==> config.mk <==
export PLATFORM = sky130hd
export DESIGN_NAME = clkout_divider_bank
export DESIGN_NICKNAME = d
export VERILOG_FILES = /design/src/rtl/clkout_divider_bank.sv
export SDC_FILE = /design/constraint.sdc
export NUM_CORES = 1
export LEC_CHECK = 0
export CORE_MARGIN = 1
export CORE_UTILIZATION = 45
export CTS_BUF_LIST = sky130_fd_sc_hd__clkbuf_8
export CTS_CLUSTER_SIZE = 8
export DETAILED_ROUTE_END_ITERATION = 10
export PLACE_DENSITY_LB_ADDON = 0.12
export SYNTH_ARGS = -nofsm -noshare
export SYNTH_HDL_FRONTEND = slang
export SYNTH_SLANG_ARGS = --single-unit
==> constraint.sdc <==
create_clock -name clk_i -period 8.15 [get_ports clk_i]
set_input_delay 0.815 -clock clk_i [delete_from_list [all_inputs] [get_ports clk_i]]
set_output_delay 0.815 -clock clk_i [all_outputs]
set_load 0.03 [all_outputs]
==> src/rtl/clkout_divider_bank.sv <==
// clkout_divider_bank: a bank of NUM_CH programmable divided-clock / tick
// generators. A lock FSM modelled on a PLL startup keeps every output
// gated until the shadowed configuration has been stable for LOCK_CYCLES.
module clkout_divider_bank #(
   parameter int NUM_CH      = 4,
   parameter int DIV_WIDTH   = 8,
   parameter int CNT_WIDTH   = 2,
   parameter int LOCK_CYCLES = 16
) (
   input  logic                          clk_i,
   input  logic                          rst_i,
   input  logic                          cfg_load_i,
   input  logic [NUM_CH*DIV_WIDTH-1:0]   div_i,
   input  logic [NUM_CH*DIV_WIDTH-1:0]   phase_i,
   input  logic [NUM_CH-1:0]             ch_en_i,
   output logic [NUM_CH-1:0]             clkout_o,
   output logic [NUM_CH-1:0]             tick_o,
   output logic [NUM_CH*CNT_WIDTH-1:0]   tick_cnt_o,
   output logic                          locked_o
);

   // Lock counter must be able to hold LOCK_CYCLES itself (it counts one
   // past the terminal value on the transition edge).
   localparam int LCW = $clog2(LOCK_CYCLES + 1);

   typedef enum logic {
      WAIT_LOCK = 1'b0,
      LOCKED    = 1'b1
   } state_e;

   typedef logic [DIV_WIDTH-1:0] dfield_t;

   // De = max(div, 2): ratios 0 and 1 degrade to the fastest legal rate.
   function automatic dfield_t eff_div(input dfield_t d);
      return (d < dfield_t'(2)) ? dfield_t'(2) : d;
   endfunction

   // Pe = min(phase, De-1): an out-of-range offset parks on the last count.
   function automatic dfield_t eff_phase(input dfield_t d, input dfield_t p);
      dfield_t de;
      de = eff_div(d);
      return (p > de - dfield_t'(1)) ? de - dfield_t'(1) : p;
   endfunction

   state_e                              state_q, state_d;
   logic [LCW-1:0]                      lock_cnt_q, lock_cnt_d;
   logic [NUM_CH-1:0][DIV_WIDTH-1:0]    div_q, phase_q;
   logic [NUM_CH-1:0][DIV_WIDTH-1:0]    div_v, phase_v;
   logic [NUM_CH-1:0][DIV_WIDTH-1:0]    cnt_q, cnt_d;
   logic [NUM_CH-1:0]                   clkout_q, clkout_d;
   logic [NUM_CH-1:0]                   tick_q, tick_d;
   logic [NUM_CH-1:0][CNT_WIDTH-1:0]    tick_cnt_q, tick_cnt_d;

   assign div_v   = div_i;
   assign phase_v = phase_i;

   // Lock FSM state and lock counter registers.
   always_ff @(posedge clk_i) begin
      if (rst_i) begin
         state_q    <= WAIT_LOCK;
         lock_cnt_q <= '0;
      end else begin
         state_q    <= state_d;
         lock_cnt_q <= lock_cnt_d;
      end
   end

   // Lock FSM next state: count out LOCK_CYCLES, a config load restarts it.
   always_comb begin
      state_d    = state_q;
      lock_cnt_d = lock_cnt_q;
      case (state_q)
         WAIT_LOCK: begin
            lock_cnt_d = lock_cnt_q + LCW'(1);
            if (lock_cnt_q == LCW'(LOCK_CYCLES - 1)) state_d = LOCKED;
         end
         LOCKED:    lock_cnt_d = lock_cnt_q;
         default:   state_d = WAIT_LOCK;
      endcase
      // A load wins over lock completion landing in the same cycle.
      if (cfg_load_i) begin
         state_d    = WAIT_LOCK;
         lock_cnt_d = '0;
      end
   end

   // Shadow configuration; live div/phase inputs only matter on a load.
   always_ff @(posedge clk_i) begin
      if (rst_i) begin
         for (int i = 0; i < NUM_CH; i++) begin
            div_q[i]   <= dfield_t'(2);
            phase_q[i] <= '0;
         end
      end else if (cfg_load_i) begin
         div_q   <= div_v;
         phase_q <= phase_v;
      end
   end

   for (genvar g = 0; g < NUM_CH; g++) begin : g_ch
      dfield_t de, pe, pe_new;
      logic    run;

      assign de     = eff_div(div_q[g]);
      assign pe     = eff_phase(div_q[g], phase_q[g]);
      assign pe_new = eff_phase(div_v[g], phase_v[g]);
      assign run    = (state_q == LOCKED) && ch_en_i[g] && !cfg_load_i;

      // Channel next state: count modulo De while running, else park on Pe.
      always_comb begin
         cnt_d[g]      = cnt_q[g];
         clkout_d[g]   = 1'b0;
         tick_d[g]     = 1'b0;
         // tick_cnt trails tick by one edge: it counts ticks already shown.
         tick_cnt_d[g] = tick_cnt_q[g] + CNT_WIDTH'(tick_q[g]);
         if (cfg_load_i) begin
            // Park on the incoming offset so the counter agrees with the
            // shadow that is being written on this same edge.
            cnt_d[g] = pe_new;
         end else if (!run) begin
            cnt_d[g] = pe;
         end else begin
            cnt_d[g]    = (cnt_q[g] >= de - dfield_t'(1)) ? '0 : cnt_q[g] + dfield_t'(1);
            clkout_d[g] = (cnt_q[g] < (de >> 1));
            tick_d[g]   = (cnt_q[g] == '0);
         end
      end

      // Channel registers.
      always_ff @(posedge clk_i) begin
         if (rst_i) begin
            cnt_q[g]      <= '0;
            clkout_q[g]   <= 1'b0;
            tick_q[g]     <= 1'b0;
            tick_cnt_q[g] <= '0;
         end else begin
            cnt_q[g]      <= cnt_d[g];
            clkout_q[g]   <= clkout_d[g];
            tick_q[g]     <= tick_d[g];
            tick_cnt_q[g] <= tick_cnt_d[g];
         end
      end
   end

   assign clkout_o   = clkout_q;
   assign tick_o     = tick_q;
   assign tick_cnt_o = tick_cnt_q;
   assign locked_o   = (state_q == LOCKED);

endmodule

==> results.md, run 1 <==
- The initial antenna violation count is 0.
- Detailed placement ended at an HPWL of between 15000 and 20000 µm.
- The post-CTS setup-driven buffer insertion count is 0.
- The critical path in this run is classified as input port to register.
- The number of detailed-routing iterations run before antenna repair is 5.
- The number of buffers inserted by hold repair at cts is 0.
- Hold is met by just over 0.5 ns.
- For this run, design rule violations remaining after detail routing come to 0.
- The detail route stage leaves a number of antenna-violating nets equal to 0.
- The aggregate negative setup slack is 0 ns.
- The floorplan step defined a die boundary enclosing roughly 0.022 mm².
- The die height is 147.1 µm.
- The overall die width is 147.1 µm.
- Setup repair after global routing left no endpoint under its margin.
- Port buffering added 87 buffers.
- The global-route congestion overflow total is 0.
- The pin count of the biggest net entering global routing is 50.
- The congestion estimate from routability-driven global placement came to 0.8742.
- No sink is reached through more buffers than the 2 on the longest clock path.
- The dominant synthesized flop cell is sky130_fd_sc_hd__dfxtp_1.
- The root buffer cell chosen for the clock tree is sky130_fd_sc_hd__clkbuf_8.
- The smallest clock period supported by the final layout is computed as ~4.6 ns.
- The final setup violation count is 0.
- The starting utilization of the core area is 46.36%.
- The top cell type by total area after synthesis is sky130_fd_sc_hd__dfxtp_1.
- The count of flip-flops with a built-in enable after synthesis is 0.
- The tool flagged a number of max-cap violations equal to 0.
- The later pin in the worst-skew pair is clocked with a latency of 0.47 ns.
- In the global route stage, overall resource usage came out at 24.50%.
- The setup slack at placement is 3.121 ns.
- The highest cell delay on the worst timing path is a little over 0.8 ns.
- The post-layout worst setup margin is roughly 3.5 ns.
- Once layout is done, the placed cells without fillers occupy 0.01100 mm².
- In this run the biggest area consumer among cell types represents around a quarter of the synthesized area.
- The share of the clock period used by the worst path is a little under three fifths.
- The worst-case IR drop observed on VDD is 0.1113 mV.
- Once placement finished, the instance area stood at 0.01056 mm².
- The number of DRC violations after detailed-routing iteration 0 is 531.
- When the netlist entered floorplanning its net count stood at 1337.
- For this run, asynchronously set or reset flops after synthesis account for 0%.
- The leakage power summed over all cells is around 4.6 nW.
- Traced cell by cell, the critical path runs through clkdlybuf4s50_1 -> nor3_1 -> nand2b_1 -> o41ai_1 -> ha_1 -> inv_1 -> nor2_1 -> xnor2_1 -> ha_1 -> and3_1 -> nand4_1 -> o21ai_0 -> a21oi_1 -> mux2_2 -> a2bb2oi_1 -> o21ai_0.
- After synthesis, the mean cell area works out to 8.249 µm².
- The tightest min-delay check is of the register to register type.
- Detailed routing inserted a total of 8585 vias.
- After synthesis, the cell types taking the most area are sky130_fd_sc_hd__dfxtp_1, sky130_fd_sc_hd__ha_1, sky130_fd_sc_hd__mux2i_1.
- The transition time at the pin with the least slew margin is 1.115 ns.
- The number of endpoints with negative hold slack in the final report is 0.
- The post-placement cell count is 1474.
- The clock edge transition at the registers on the reported setup and hold paths is 0.08 ns.
- Cells with a size suffix above 1 make up 5.182% of the layout.
- The sequential cell area fraction in the yosys report is 24.94%.
- The number of global-route vias before repair was between 8000 and 9000.
- The worst setup path is launched from an input port.
- Synthesis instantiated between 80 and 90 different standard cells from the library.
- The clock tree from TritonCTS is yes.
- The endpoint kind of the worst setup timing path is a register.
- The flow ran to the end, and the final reports show no timing, DRC or antenna violations.
- After synthesis the netlist holds a flip-flop and latch count of about 120.
- The quantity of gates resized following cts is 0.
- The clock arrives with approximately 0.012 ns of skew.
- The worst max-slew margin expressed relative to the limit is 25.57%.
- Dividing the detail-routed wire length by the instance count gives around 17 µm.
- The total inserted antenna cells is 0.
- The critical-path cell with the highest stage delay is sky130_fd_sc_hd__a21oi_1.
- For this design, the sink count on the clock tree is 118.
- The total number of nets in the final design is about 1400.
- The growth of design area from synthesis to finish is 16.18%.
- After synthesis the cells add up to 0.009470 mm².
- The number of cells produced by synthesis is 1148.
- The number of warning messages in the yosys log is 0.
- Dividing the detail-routed via count by the number of cells gives 5.704.
- The required time of the worst setup path is 8.54 ns.
- In this run the core area contains between 50 and 60 standard-cell rows.
- Of all nets on the critical path, the largest fanout is 10.
- Based on the critical path, the design can be clocked at up to between 0.2 and 0.25 GHz.
- The final wirelength is approximately 26000 µm.
- The area inside the core boundary is roughly 0.02 mm².
- The max-slew violation count came to 0.
- For the worst setup path, the data arrival time is 5.03 ns.
- Clock tree synthesis inserted a total of 17 buffers.
- The H-tree was split into 4 levels.
- Power spread over the standard cell area amounts to 163.4 mW/mm².
- After the flow finishes, the layout carries non-filler instances totaling 1505.
- During I/O placement, the number of pins put on the boundary was 88.
- The global-route wire length before repair is 41900 µm.
cell families (layout without fill, tap and decap cells):
family          count (synthesis)  in the layout  share of synthesized area [%]
xor+xnor                       50             50                          4.624
flops                         118            118                          24.94
compound gates                272            272                          19.73
buf+inv                       117            204                          4.783
fa+ha+maj                     123            123                          16.14
simple gates                  373            373                          19.66
mux                            95             95                          10.12
flip-flops by register name, summed over array words and instances (netlist names):
name,count
cnt_q,32
div_q,32
phase_q,32
tick_cnt_o,8
lock_cnt_q,5
clkout_o,4
tick_o,4
locked_o,1
layer usage:
layer	wire [µm]	vias up	track usage, %
met5	0	-	0
met2	11970	189	39.79
met4	308	0	7.216
met3	1114	25	4.037
li1	-	4359	-
met1	12580	4012	33.22
path summary, 6_finish.rpt:
kind                   start         end  slack (ns)  cells after the start
hold / removal    phase_q[8]  phase_q[8]        0.50                      2
setup / recovery   div_i[18]   cnt_q[23]        3.51                     16
setup reg to reg   div_q[10]   cnt_q[10]        4.05                     11
hold reg to reg   phase_q[8]  phase_q[8]        0.50                      2
where the power goes:
part,leakage [nW],switching [mW],internal (mW)
clock,0.229,0.248,0.361
combinational,3.42,0.276,0.237
sequential,0.971,0.0621,0.614
total,4.62,0.586,1.21
final cells by class:
class                   instances  area [µm²]
well taps                     270       337.8
clock inverters                10       151.4
clock buffers                  21       289.0
repair buffers                 92       900.9
inverters                      81       304.0
flip-flops and latches        118        2362
fillers                      1997        9427
multi-input cells             913        6658
cell usage in the layout (no fill, tap or decap), types with 16 or more instances in the layout:
| cell | synthesis | final |
|---|---|---|
| sky130_fd_sc_hd__nand2_1 | 47 | 47 |
| sky130_fd_sc_hd__xnor2_1 | 34 | 34 |
| sky130_fd_sc_hd__and3_1 | 17 | 17 |
| sky130_fd_sc_hd__o21ai_0 | 59 | 59 |
| sky130_fd_sc_hd__mux2i_1 | 89 | 89 |
| sky130_fd_sc_hd__ha_1 | 118 | 118 |
| sky130_fd_sc_hd__a21o_1 | 16 | 16 |
| sky130_fd_sc_hd__o211ai_1 | 21 | 21 |
| sky130_fd_sc_hd__clkdlybuf4s50_1 | 0 | 85 |
| sky130_fd_sc_hd__inv_1 | 80 | 81 |
| sky130_fd_sc_hd__a21oi_1 | 50 | 50 |
| sky130_fd_sc_hd__nor3_1 | 18 | 18 |
| sky130_fd_sc_hd__o21a_1 | 16 | 16 |
| sky130_fd_sc_hd__clkbuf_8 | 0 | 21 |
| sky130_fd_sc_hd__nor2_1 | 148 | 147 |
| sky130_fd_sc_hd__dfxtp_1 | 118 | 118 |
| sky130_fd_sc_hd__xor2_1 | 16 | 16 |
| sky130_fd_sc_hd__nor4_1 | 16 | 16 |
| sky130_fd_sc_hd__nand3_1 | 29 | 29 |
| sky130_fd_sc_hd__nand2b_1 | 18 | 18 |
synth_stat cells (all sizes together) (13+ instances only):
library cell  count
o21a             16
mux2i            89
nor3             18
xnor2            34
a21oi            50
or3              13
inv              80
o21ai            60
nor2            148
o211ai           21
and3             17
and2             15
nand2b           18
ha              118
clkbuf           25
nor4             16
nand2            47
xor2             16
nand3            30
o221ai           15
dfxtp           118
a21o             16
critical path, delay by kind of cell:
family,cells,cell delay [ns]
xor gates and xnor gates,1,0.16
adders and majority gates,2,0.57
AOI/OAI and AO/OA,5,1.61
buffers and inverters,2,0.56
muxes,1,0.43
and+or+nand+nor,5,0.85
per-stage QoR:
step,power [mW],utilization (%)
6_report,1.798,53.86
5_1_grt,1.908,53.86
4_1_cts,1.808,53.86
3_5_place_dp,1.196,51.70
3_3_place_gp,1.188,51.70
2_1_floorplan,1.039,-
Note: power is estimated with default switching activity, not from simulation.
==> run 2: changes to the inputs <==
==> constraint.sdc (replaced) <==
create_clock -name clk_i -period 4 [get_ports clk_i]
set_input_delay 0.4 -clock clk_i [delete_from_list [all_inputs] [get_ports clk_i]]
set_output_delay 0.4 -clock clk_i [all_outputs]
set_load 0.03 [all_outputs]
==> results.md, run 2 (synthesis results as in run 1) <==
- The initial antenna violation count is 0 (unchanged).
- The final RePlAce weighted congestion is 0.8720 (-0.25%).
- The tree is rooted in a sky130_fd_sc_hd__clkbuf_8.
- The transition time at the pin with the least slew margin is 1.096 ns (-0.01936 ns).
- The post-detailed-route count of antenna-violating nets is 0 (unchanged).
- The total inserted antenna cells is 0 (unchanged).
- The critical-path maximum fanout is 7 (-3).
- The final routed wire length divided by cell count is 16.66 µm (-3.4%).
- The number of buffers added by the clock tree synthesis step is 17 (unchanged).
- The power consumption is 3.760 mW (+110%).
- The pin count of the biggest net entering global routing is 71 (+42%).
- The number of detailed-routing iterations run before antenna repair is 5 (unchanged).
- The max-slew violation count came to 0 (unchanged).
- The leakage power summed over all cells is 4.831 nW (+4.6%).
- The internal power of the cells came to 2.557 mW (+110%).
- The global routing usage summed across all routing layers was 24.53% (+0.030 points).
- The register-to-register setup slack came to 0.25 ns (-3.80 ns).
- The growth of design area from synthesis to finish is 19.69%.
- The worst max-slew margin expressed relative to the limit is 26.87% (+1.3 points).
- The total area of multi-input combinational cells is 0.006659 mm² (about the same).
- The power share of the clock group was 34.3% (+0.4 points).
- The part of the power in combinational logic was 29.3% (+0.7 points).
- The starting utilization of the core area came to 46.36% (unchanged).
- The net switching fraction of the power is 32.01% (-0.60 points).
- The aggregate negative setup slack is 0 ns (unchanged).
- The highest routed metal layer is met4.
- The critical path launch point type is a register.
- The final wirelength is 25780 µm (-0.75%).
- Leaving out fill and tap cells, the most frequent cells in the layout are sky130_fd_sc_hd__nor2_1, sky130_fd_sc_hd__ha_1, sky130_fd_sc_hd__dfxtp_1.
- The clock edge transition at the registers on the reported setup and hold paths is 0.07 ns (about the same).
- The detailed-routed wire length on met3 came to 1046 µm (-6.1%).
- The final setup violation count is 0 (unchanged).
- The peak supply drop was 0.2120 mV (+91%).
- The endpoint kind of the worst setup timing path is a register.
- The post-route met1 wirelength is 12720 µm (+1.1%).
- The number of DRC violations after detailed-routing iteration 0 is 640 (+21%).
- The area of the die is 0.02163 mm² (unchanged).
- The routed via count divided by cell count is 5.663 (-0.72%).
- The sum of net half-perimeters after detailed placement was 19860 µm (-0.25%).
- The number of maximum-capacitance constraint violations was 0 (unchanged).
- The filler cell count in the final layout is 1941 (-2.8%).
- The area inside the core boundary was 0.02043 mm² (unchanged).
- The critical path is of the register to register type.
- The number of endpoints with negative hold slack in the final report is 0 (unchanged).
- The count of clock tree sinks is 118 (unchanged).
- TritonCTS built the clock tree.
- Setup repair after global routing left no endpoint under its margin.
- The final clock skew is 0.01417 ns (+0.002560 ns).
- The total power per unit cell area is 331.7 mW/mm² (+100%).
- The number of rows in the core area is 52 (unchanged).
- The run finished with clean final reports.
- The total number of nets in the final design is 1454 (+3.0%).
- The overall die width is 147.1 µm (unchanged).
- The total DRC errors in the routed layout was 0 (unchanged).
- The H-tree depth is 4 (unchanged).
- The fraction of final layout cells with drive strength greater than 1 is 8.301% (+3.1 points).
- The worst path arrival time came to 4.09 ns (-0.94 ns).
- The maximum clock frequency is 0.2667 GHz.
- The time the final worst path needs with I/O delays and setup is approximately 3.7 ns.
- The total met2 wirelength after detailed routing is 11660 µm (-2.6%).
- In the final layout, the registers with the most flip-flops are cnt_q (32), div_q (32), phase_q (32).
- The share of the clock period used by the worst path is 93.73%.
- The flip-flop and latch area came to 0.002362 mm² (unchanged).
- Leaving out fill and tap cells, the most frequent cell in the layout is sky130_fd_sc_hd__nor2_1.
- The I/O pin count is 88 (unchanged).
- The number of buffers inserted by hold repair at cts is 0 (unchanged).
- The number of global-route vias before repair was 8395 (+3.9%).
- The clock network latency to the later pin of the worst-skew pair came to 0.46 ns (about the same).
- The global-route congestion overflow total came to 0 (unchanged).
- The global-route wire length before repair is 42210 µm (+0.73%).
- The required time of the worst setup path is 4.34 ns (-4.20 ns).
- The count of input and output buffers came to 87 (unchanged).
- The relative contribution of sequential cells to total power is 36.4% (-1.2 points).
- The via count was 8761 (+2.1%).
- The buffer levels on the longest clock path is 2 (unchanged).
- The die height is 147.1 µm (unchanged).
- The switching component of the power is 1.204 mW (+110%).
- The class of the worst hold path is input port to register.
[run 2: path summary, 6_finish.rpt]
| check | to | cells after the start | from |
|---|---|---|---|
| worst max-delay path | cnt_q[5] | 15 | div_q[2] |
| worst min-delay path | div_q[9] | 3 | cfg_load_i |
| worst max register to register | cnt_q[5] | 15 | div_q[2] |
| worst min register to register | lock_cnt_q[4] | 2 | lock_cnt_q[4] |
[run 2: power groups by stage]
stage          Clock [mW]  Combinational (mW)  Sequential, mW
6_report             1.29                1.10            1.37
3_3_place_gp            0                1.07            1.39
3_5_place_dp            0                1.09            1.39
2_1_floorplan           0               0.769            1.35
4_1_cts              1.32                1.10            1.36
5_1_grt              1.36                1.25            1.38
[run 2: worst max-delay path, cell delays in order, from the launching register on]
cell and delay (ns):
sky130_fd_sc_hd__dfxtp_1 0.35, sky130_fd_sc_hd__or3_1 0.41, sky130_fd_sc_hd__nor4_1 0.22, sky130_fd_sc_hd__buf_4 0.18, sky130_fd_sc_hd__nor4_1 0.07, sky130_fd_sc_hd__and2_1 0.18
sky130_fd_sc_hd__xnor2_1 0.12, sky130_fd_sc_hd__buf_4 0.15, sky130_fd_sc_hd__ha_1 0.29, sky130_fd_sc_hd__and2_1 0.17, sky130_fd_sc_hd__a21oi_1 0.18, sky130_fd_sc_hd__a31oi_1 0.10
sky130_fd_sc_hd__or4b_1 0.53, sky130_fd_sc_hd__nand3_2 0.19, sky130_fd_sc_hd__mux2i_1 0.12, sky130_fd_sc_hd__a311o_1 0.37
[run 2: metal layers]
| metal | vias to the layer above | global-route usage, % |
|---|---|---|
| met3 | 29 | 3.820 |
| met4 | 0 | 7.062 |
| met5 | - | 0 |
| li1 | 4445 | - |
| met1 | 4087 | 33.19 |
| met2 | 200 | 40.17 |
[run 2: repair_timing]
action / CTS / global route
endpoints found under the setup margin: 0 / 1
endpoints found under the hold margin: 0 / 0
gates resized for setup: 0 / 1
buffers inserted: 0 / 0
[run 2: through the flow]
step	setup WS [ns]	cells	area, µm²	util, %	hold slack (ns)
2_1_floorplan	0.4384	1148	9470	-	0.4585
3_3_place_gp	0.1520	1516	10880	53.25	0.4677
3_5_place_dp	0.1005	1516	10880	53.25	0.4870
4_1_cts	0.2849	1547	11330	55.48	0.3669
5_1_grt	0.03508	1547	11330	55.48	0.4150
6_report	0.2510	1547	11330	55.48	0.4152
[run 2: area by class of cell]
class                      instances  area share (%)
timing repair buffer             134           10.73
sequential                       118           20.84
inverter                          81           2.682
tap                              270           2.980
clock buffer                      20           2.429
multi-input combinational        913           58.75
clock inverter                    11           1.590
